===== config.mk =====
export PLATFORM = sky130hd
export DESIGN_NAME = proc_run_ctrl
export DESIGN_NICKNAME = d
export VERILOG_FILES = /design/src/rtl/proc_run_pkg.sv /design/src/rtl/proc_run_ctrl_sat_counter.sv /design/src/rtl/proc_run_ctrl.sv
export SDC_FILE = /design/constraint.sdc
export NUM_CORES = 1
export LEC_CHECK = 0
export CORE_ASPECT_RATIO = 0.9
export CORE_MARGIN = 2
export CORE_UTILIZATION = 31
export DETAILED_ROUTE_END_ITERATION = 8
export PLACE_DENSITY = 0.7
export SYNTH_ARGS = -nofsm -noshare
export SYNTH_HDL_FRONTEND = slang
export SYNTH_SLANG_ARGS = --single-unit

===== constraint.sdc =====
create_clock -name clk -period 1.93 [get_ports clk]
set_input_delay 0.386 -clock clk [delete_from_list [all_inputs] [get_ports clk]]
set_output_delay 0.386 -clock clk [all_outputs]
set_load 0.005 [all_outputs]

===== src/rtl/proc_run_pkg.sv =====
// proc_run_pkg: shared types for the processor run controller.
package proc_run_pkg;

  // Width of the stored run index; NUM_RUNS must not exceed 2**RUN_IDX_W.
  localparam int unsigned RUN_IDX_W = 8;

  typedef enum logic [2:0] {
    ST_IDLE,
    ST_RST_HOLD,
    ST_RUN,
    ST_CHECK,
    ST_DONE
  } run_state_e;

  typedef struct packed {
    logic                 pass;
    logic                 timeout;
    logic [RUN_IDX_W-1:0] run_idx;
  } run_status_t;

endpackage


===== src/rtl/proc_run_ctrl_sat_counter.sv =====
// sat_counter: W-bit up-counter with synchronous clear that sticks at all-ones.
module sat_counter #(
  parameter int unsigned W = 32
) (
  input  logic         clk,
  input  logic         rst,
  input  logic         clr,
  input  logic         inc,
  output logic [W-1:0] count
);

  logic [W-1:0] count_q, count_d;

  // Clear wins over increment; increment stops at all-ones.
  always_comb begin
    count_d = count_q;
    if (clr) begin
      count_d = '0;
    end else if (inc && (count_q != '1)) begin
      count_d = count_q + W'(1);
    end
  end

  // Count register.
  always_ff @(posedge clk or posedge rst) begin
    if (rst) count_q <= '0;
    else     count_q <= count_d;
  end

  assign count = count_q;

endmodule


===== src/rtl/proc_run_ctrl.sv =====
// proc_run_ctrl: reset-hold / run / check sequencer around the RISC core.
// Optional retire counter enabled by defining PROC_RUN_PERF_EN.
module proc_run_ctrl
  import proc_run_pkg::*;
#(
  parameter int unsigned DATA_W     = 32,
  parameter int unsigned CNT_W      = 32,
  parameter int unsigned RST_CYCLES = 4,
  parameter int unsigned TIMEOUT    = 1000,
  parameter int unsigned NUM_RUNS   = 1
) (
  input  logic                            clk,
  input  logic                            rst,
  input  logic                            start,
  input  logic                            core_halt,
  input  logic                            core_retire,
  input  logic [DATA_W-1:0]               core_result,
  input  logic [DATA_W-1:0]               expected,
  output logic                            core_rst,
  output logic                            busy,
  output logic                            done,
  output logic                            pass,
  output logic                            timeout,
  output logic [$clog2(NUM_RUNS+1)-1:0]   run_idx,
  output logic [CNT_W-1:0]                cycle_count
`ifdef PROC_RUN_PERF_EN
  ,
  output logic [CNT_W-1:0]                retire_count
`endif
);

  localparam int unsigned RIDX_W = $clog2(NUM_RUNS + 1);
  localparam int unsigned HOLD_W = (RST_CYCLES > 1) ? $clog2(RST_CYCLES) : 1;

  run_state_e  state_q, state_d;
  run_status_t status_q, status_d;
  logic [HOLD_W-1:0] hold_q, hold_d;
  logic core_rst_q, core_rst_d;
  logic busy_q, busy_d;
  logic done_q, done_d;

  logic at_limit;
  logic last_run;
  logic cnt_clr;
  logic cyc_inc;

  assign at_limit = (cycle_count == CNT_W'(TIMEOUT - 1));
  assign last_run = (status_q.run_idx == RUN_IDX_W'(NUM_RUNS - 1));

  // Next state, run status and reset-hold down-counter.
  always_comb begin
    state_d  = state_q;
    status_d = status_q;
    hold_d   = hold_q;
    unique case (state_q)
      ST_IDLE, ST_DONE: begin
        if (start) begin
          state_d  = ST_RST_HOLD;
          hold_d   = HOLD_W'(RST_CYCLES - 1);
          status_d = '0;
        end
      end
      ST_RST_HOLD: begin
        if (hold_q == '0) state_d = ST_RUN;
        else              hold_d  = hold_q - HOLD_W'(1);
      end
      ST_RUN: begin
        if (core_halt) begin
          state_d = ST_CHECK;
        end else if (at_limit) begin
          state_d          = ST_DONE;
          status_d.timeout = 1'b1;
          status_d.pass    = 1'b0;
        end
      end
      ST_CHECK: begin
        if (core_result != expected) begin
          state_d       = ST_DONE;
          status_d.pass = 1'b0;
        end else if (last_run) begin
          state_d       = ST_DONE;
          status_d.pass = 1'b1;
        end else begin
          state_d          = ST_RST_HOLD;
          hold_d           = HOLD_W'(RST_CYCLES - 1);
          status_d.run_idx = status_q.run_idx + RUN_IDX_W'(1);
        end
      end
      default: state_d = ST_IDLE;
    endcase

    // Outputs are registered from the next state so they align with it.
    core_rst_d = !((state_d == ST_RUN) || (state_d == ST_CHECK));
    busy_d     = (state_d == ST_RST_HOLD) || (state_d == ST_RUN) || (state_d == ST_CHECK);
    done_d     = (state_d == ST_DONE);
  end

  // State, status and output registers.
  always_ff @(posedge clk or posedge rst) begin
    if (rst) begin
      state_q    <= ST_IDLE;
      status_q   <= '0;
      hold_q     <= '0;
      core_rst_q <= 1'b1;
      busy_q     <= 1'b0;
      done_q     <= 1'b0;
    end else begin
      state_q    <= state_d;
      status_q   <= status_d;
      hold_q     <= hold_d;
      core_rst_q <= core_rst_d;
      busy_q     <= busy_d;
      done_q     <= done_d;
    end
  end

  // Counters restart on every entry into the reset hold. The halt and
  // watchdog cycles do not count, so the value freezes at the RUN cycles before them.
  assign cnt_clr = (state_d == ST_RST_HOLD) && (state_q != ST_RST_HOLD);
  assign cyc_inc = (state_q == ST_RUN) && !core_halt && !at_limit;

  sat_counter #(.W(CNT_W)) u_cycle_cnt (
    .clk   (clk),
    .rst   (rst),
    .clr   (cnt_clr),
    .inc   (cyc_inc),
    .count (cycle_count)
  );

`ifdef PROC_RUN_PERF_EN
  sat_counter #(.W(CNT_W)) u_retire_cnt (
    .clk   (clk),
    .rst   (rst),
    .clr   (cnt_clr),
    .inc   ((state_q == ST_RUN) && core_retire),
    .count (retire_count)
  );
`else
  logic unused_core_retire;
  assign unused_core_retire = core_retire;
`endif

  assign core_rst = core_rst_q;
  assign busy     = busy_q;
  assign done     = done_q;
  assign pass     = status_q.pass;
  assign timeout  = status_q.timeout;
  assign run_idx  = status_q.run_idx[RIDX_W-1:0];

endmodule

# Yosys cells after proc, flatten, opt, wreduce, memory -nomap -nowiden
# Cells that the tools add are included.
# W data, S select, Z words.
word_totals:
  reg_bits: 50
  output_inout_bits: 38
  word_cells: 78
op_classes:
  addsub: 3
  eq_ne: 19
  mux: 24
  n_reduce_logical: 23
op_table:
  columns: ["op", "n"]
  rows:
  - ["$mux W32", 2]
  - ["$add A32 B1 Y32 const B", 1]
  - ["$eq A32 B10 Y1 const B", 1]
  - ["$ne A32 B32 Y1", 1]
  - ["$ne A32 B32 Y1 const B", 1]
  - ["$mux W3", 6]
  - ["$mux W8", 2]
  - ["$pmux W8 S2", 1]
  - ["$eq A3 B2 Y1 const B", 4]
  - ["$mux W2", 6]
  - ["$ne A2 B2 Y1 const B", 6]
  - ["$pmux W3 S4", 1]
  - ["$mux W10", 1]
  - ["$reduce_and A5 Y1", 2]
  - ["$add A8 B1 Y8 const B", 1]
  - ["$logic_not A8 Y1", 1]
  - ["$reduce_and A4 Y1", 2]
  - ["$eq A3 B1 Y1 const B", 2]
  - ["$eq A3 B3 Y1 const B", 2]
  - ["$pmux W2 S3", 1]
  - ["$reduce_bool A2 Y1", 3]
  - ["$reduce_bool A3 Y1", 2]
  - ["$logic_and A1 B1 Y1", 4]
  - ["$logic_not A1 Y1", 3]
  - ["other kinds (10)", 13]

# Longest topological paths before layout
depth:
  word_depth: 7
  ltp_mapped: 8
  ltp_nobuf: 7

# Cells and area by module
# From an unflattened synthesis, not the netlist that was laid out.
hier_totals:
  hier_cells: 349
  area_unflattened_um2: 3153.0
modules_own_cells:
  columns: ["mod", "n_inst", "cells_per_inst", "area_each_um2", "seq_area_each_um2"]
  rows:
  - ["sat_counter", 1, 186, 1740.4, 800.8]
  - ["proc_run_ctrl", 1, 163, 1412.6, 451.7]

# Worst setup path before layout
# Ideal clock, no wire load.
synth_timing:
  path_type: "flip-flop to flip-flop"
  start: "register state_q[0]"
  end: "register u_cycle_cnt.count_q[29] (netlist: u_cycle_cnt.count[29])"
  setup_time_ns: 0.123
  arrival_time_ns: 1.869
  slack_ns: -0.062
  path_stages_with_launch: 9
  period_less_slack_ns: 1.992
  cell_sequence: "dfrtp_1 buf_6 or4b_4 buf_6 nor3_4 nand2b_2 nor4b_2 xnor2_1 nor2_1"
synth_via:
  elab_chain_cells: 6
  elab_cells_between_ends: 19
  cone_classes: "6 x eq/ne; 6 x mux; 7 x reduce/logical"
synth_lines:
  columns: ["item", "line_no", "text"]
  rows:
  - ["from (decl)", "proc_run_ctrl.sv:35", "run_state_e state_q, state_d;"]
  - ["from (signal assigned)", "proc_run_ctrl.sv:108", "state_q <= state_d;"]
  - ["$eq A3 B3 Y1 (tied with other cells)", "proc_run_ctrl.sv:55", "unique case (state_q)"]
  - ["$reduce_or A2 Y1 or $mux W3 (tied branches)", "proc_run_ctrl.sv:55, proc_run_ctrl.sv:68", null]
  - ["$pmux W3 S4", "proc_run_ctrl.sv:55", null]
  - ["$eq A3 B1 Y1", "proc_run_ctrl.sv:119", "assign cnt_clr = (state_d == ST_RST_HOLD) && (state_q != ST_RST_HOLD);"]
  - ["$logic_and A1 B1 Y1", "proc_run_ctrl.sv:119", null]
  - ["$mux W32 or $reduce_bool A2 Y1 (tied branches)", null, null]
  - ["to (signal assigned)", "proc_run_ctrl_sat_counter.sv:27", "else count_q <= count_d;"]
  - ["to (decl)", "proc_run_ctrl_sat_counter.sv:12", "logic [W-1:0] count_q, count_d;"]
# Several ways; a longest one is shown, not always the timed one.
# A chain may end at the register's enable or synchronous reset.

# Final worst setup path
layout_timing:
  start: "register u_cycle_cnt.count_q[26] (netlist: u_cycle_cnt.count[26])"
  end: "register u_cycle_cnt.count_q[5] (netlist: u_cycle_cnt.count[5])"
layout_via:
  elab_chain_cells: 7
  elab_cells_between_ends: 12
  cone_classes: "3 x eq/ne; 4 x mux; 5 x reduce/logical"
layout_lines:
  columns: ["item", "line_no", "text"]
  rows:
  - ["$eq A32 B10 Y1", "proc_run_ctrl.sv:47", "assign at_limit = (cycle_count == CNT_W'(TIMEOUT - 1));"]
  - ["$mux W3", "proc_run_ctrl.sv:70", "end else if (at_limit) begin"]
  - ["$mux W3", "proc_run_ctrl.sv:68", "if (core_halt) begin"]
  - ["$pmux W3 S4", "proc_run_ctrl.sv:55", null]
  - ["$eq A3 B1 Y1", "proc_run_ctrl.sv:119", null]
  - ["$logic_and A1 B1 Y1", "proc_run_ctrl.sv:119", null]
  - ["$mux W32 or $reduce_bool A2 Y1 (tied branches)", null, null]
# Several ways; a longest one is shown, not always the timed one.

==> impl_metrics.csv <==
group,metric,value,unit
grt,grt_overflow_total,0,
routing,drc_errors,0,
worst_setup_path,arrival,2.24,ns
clock_tree,cts_buffer_depth,2,
floorplan,die_area,11000,µm²
cells_and_area,final_area,5420,µm²
grt,grt_max_degree,29,
synthesis,ys_ff_latch,50,
synthesis,ys_seq_area_share,39.6,%
clock_tree,cts-htree-levels,2,
sta,setup-violations-final,25,
place,port_buffers,105,
routing,drt_first_iter_violations,212,
worst_setup_path,slowest_delay,0.56,ns
cells_and_area,seqCellArea,1250,µm²
synthesis,synth_cells,342,
sta,slew_viol_final,0,
sta,fin_crit,2.06,ns
worst_setup_path,crit_slowest_cell,"or4_4",
floorplan,die_x,110,µm
clock_tree,root_buffer,"clkbuf_16",
routing,dr.pass1.iters,4,
pwr,ir_drop,387,µV
cells_and_area,multi_input_area,2070,µm²
pwr,p_int,2.34,mW
cells_and_area,area_growth,71.5,%
sta,final.setup.worst_slack,-0.127,ns
sta,rsz0062_at_grt,"yes",
routing,vias,3222,
cells_and_area,nets,599,
pwr,comb_power_share,39.2,%
cells_and_area,drive_gt1_share,31.3,%
routing,drt-met1-wl,4.47,mm
floorplan,start_util,32.3,%
routing,wl_per_cell,15.9,µm
worst_setup_path,criticalPathCategory,"reg2reg",
floorplan,num_rows,34,
pwr,power_density,629,nW/µm²
pwr,power,3.41,mW
pwr,total_leakage_power,2.36,nW
sta,setup_tns,-1.47,ns
floorplan,core,9780,µm²
worst_setup_path,worstPathCellList,"nand4_1, or4_4, nor3b_4, buf_6, nor3_1, xnor2_1, nor2_1",
worst_setup_path,critPathCaptureType,"register",
synthesis,synthArstFlopShare,100,%
sta,hold_violations,0,
clock_tree,cts_sinks,50,
clock_tree,tritoncts,"done",
sta,relSlewSlack,67.2,%
clock_tree,insertion_delay,0.29,ns
synthesis,synth_fp_nets,415,
pwr,clock_power_share,25.7,%
sta,fin_skew,0.00955,ns
clock_tree,clk_pin_slew,0.07,ns
routing,wirelength,10.4,mm
floorplan,boundaryPins,107,
grt,grt_pass1_wl,16.5,mm
job,cap_violations,0,
outcome,violations,"negative setup slack",
grt,grt_usage,18.4,%
hold_path,hold_path.class,"in2async",
clock_tree,hold_buffers,0,
outcome,status,"finished with violations",
place,place_hpwl,7.25,mm
pwr,p_sw,1.07,mW
pwr,p_seq_share,35.1,%
grt,antenna_found_initial,0,
synthesis,syn-cell-area,3160,µm²
pwr,switching_share,31.4,%
routing,ant_nets,0,
worst_setup_path,cp_data_required_time,2.11,ns
routing,maxUsedRoutingLayer,"met4",
floorplan,die_h,99.8,µm
routing,wl_met2,5.29,mm
cells_and_area,antennaDiodeCount,0,
synthesis,synth-warning-count,0,
sta,tightestPinTransition,0.485,ns
sta,period_share,107,%
cells_and_area,fillers,854,
sta,fmax,0.486,GHz
grt,grt_pass1_vias,3366,
place,gp_congestion,0.851,
worst_setup_path,startpoint_type,"register",
place,placed_area,4830,µm²
synthesis,synth-edff-count,0,
synthesis,ys_types,46,
worst_setup_path,cp_max_fo,6,
synthesis,avgSynthCellArea,9.24,µm²
routing,detail_route.vias_per_cell,4.93,
synthesis,yosys_most_used_dff,"dfrtp_1",
routing,wl_met3,477,µm
place,dp_slack,-0.564,ns
clock_tree,cts_made_buffers,5,
[cells by family after synthesis]
group | Yosys count | synth area share (%)
XOR/XNOR | 63 | 17.5
AO/OA/AOI/OAI | 15 | 3.40
buffers and inverters | 24 | 3.72
AND/OR/NAND/NOR | 176 | 31.0
adder cells (fa/ha/maj) | 4 | 1.58
flip-flops | 50 | 39.6
multiplexers | 10 | 3.17
[routing by layer]
metal | global-route usage, % | vias up
li1 | - | 1557
met1 | 23.5 | 1578
met2 | 31.8 | 72
met3 | 4.23 | 15
met4 | 5.19 | 0
met5 | 0 | -
[path summary, 6_finish.rpt]
path                                       startpoint              endpoint  slack [ns]  cells past startpoint
min in group clk                              timeout               timeout        0.52                      1
max in group asynchronous                         rst              core_rst        1.02                      3
worst min register to register                timeout               timeout        0.52                      1
worst max register to register  u_cycle_cnt.count[26]  u_cycle_cnt.count[5]       -0.13                      7
worst max-delay path            u_cycle_cnt.count[26]  u_cycle_cnt.count[5]       -0.13                      7
worst min-delay path                              rst           status_q[3]        0.35                      2
[per-stage QoR]
step                hold WS, ns  std cells  utilization, %
floorplan                 0.496        342               -
global placement          0.496        627            49.4
global route              0.365        653            55.4
finish                    0.351        653            55.4
CTS                       0.360        643            52.7
detailed placement        0.505        627            49.4
[power groups by stage]
| stage | logic (mW) | clock network, mW | registers, mW |
|---|---|---|---|
| after floorplan | 0.500 | 0 | 1.23 |
| after global placement | 0.974 | 0 | 1.21 |
| after detailed placement | 1.01 | 0 | 1.21 |
| after CTS | 1.21 | 0.886 | 1.20 |
| after global routing | 1.43 | 0.936 | 1.21 |
| final | 1.34 | 0.876 | 1.20 |
[synthesized netlist by cell type, types with 2 or more instances]
library cell	number	area (µm²)
a211o_1	2	17.5
a21oi_1	6	30.0
and3_1	3	18.8
and4_1	2	17.5
buf_2	4	20.0
buf_4	2	15.0
buf_6	2	22.5
clkbuf_1	4	15.0
dfrtp_1	49	1230
ha_1	4	50.1
inv_1	12	45.0
mux2i_1	10	100
nand2_1	27	101
nand2b_1	6	37.5
nand3_1	15	75.1
nand4_1	15	93.8
nand4b_1	2	17.5
nor2_1	53	199
nor2b_1	2	12.5
nor3_1	11	55.1
nor3_2	6	60.1
nor4_1	15	93.8
nor4b_1	4	35.0
nor4b_2	2	30.0
nor4bb_1	2	20.0
xnor2_1	38	333
xor2_1	25	219
[critical path: cells and delay by family (launching register included)]
kind	cells	cell delay (ns)
xor gates and xnor gates	1	0.25
and+or+nand+nor	5	1.16
DFF	1	0.36
buffers and inverters	1	0.17
[cell type report]
class / instances / area share, %
Multi-Input combinational cell: 268 / 38.3
Clock buffer: 7 / 2.45
Tap cell: 126 / 2.91
Inverter: 12 / 0.831
Sequential cell: 50 / 23.2
Clock inverter: 1 / 0.139
Timing Repair Buffer: 189 / 32.3
[state kept, by name, summed over array words and instances, names as in the netlist]
register / cells
status_q: 7
timeout: 1
core_rst: 1
run_idx: 1
done: 1
state_q: 3
pass: 1
hold_q: 2
u_cycle_cnt.count: 32
busy: 1
[repair_timing]
| action | CTS | global route |
|---|---|---|
| gates cloned | 3 | 1 |
| pin swaps | 27 | 28 |
| endpoints found under the setup margin | 49 | 50 |
| resized for setup | 96 | 65 |
| buffers inserted | 7 | 10 |
[cells in the final DEF, fill, tap and decap left out, types with 3 or more instances in the layout]
cell type         n
xor2_1           25
nor2_2           13
nor4b_2           3
buf_2             3
nor3_2            8
nor2_1           38
xnor2_1          36
nand3_1          14
clkbuf_2          6
dfrtp_1          47
nor3_1            8
inv_1            10
buf_6            10
clkdlybuf4s15_1  20
buf_16            3
buf_4            67
nand4_1          15
clkdlybuf4s50_1  56
nand2_1          26
clkbuf_16         5
dlygate4sd2_1    19
nand2b_1          6
nor4_2           10
nor4_1            5
ha_1              3
and3_1            3
buf_12            3
mux2i_1          10
Note: power is estimated with default switching activity, not from simulation.
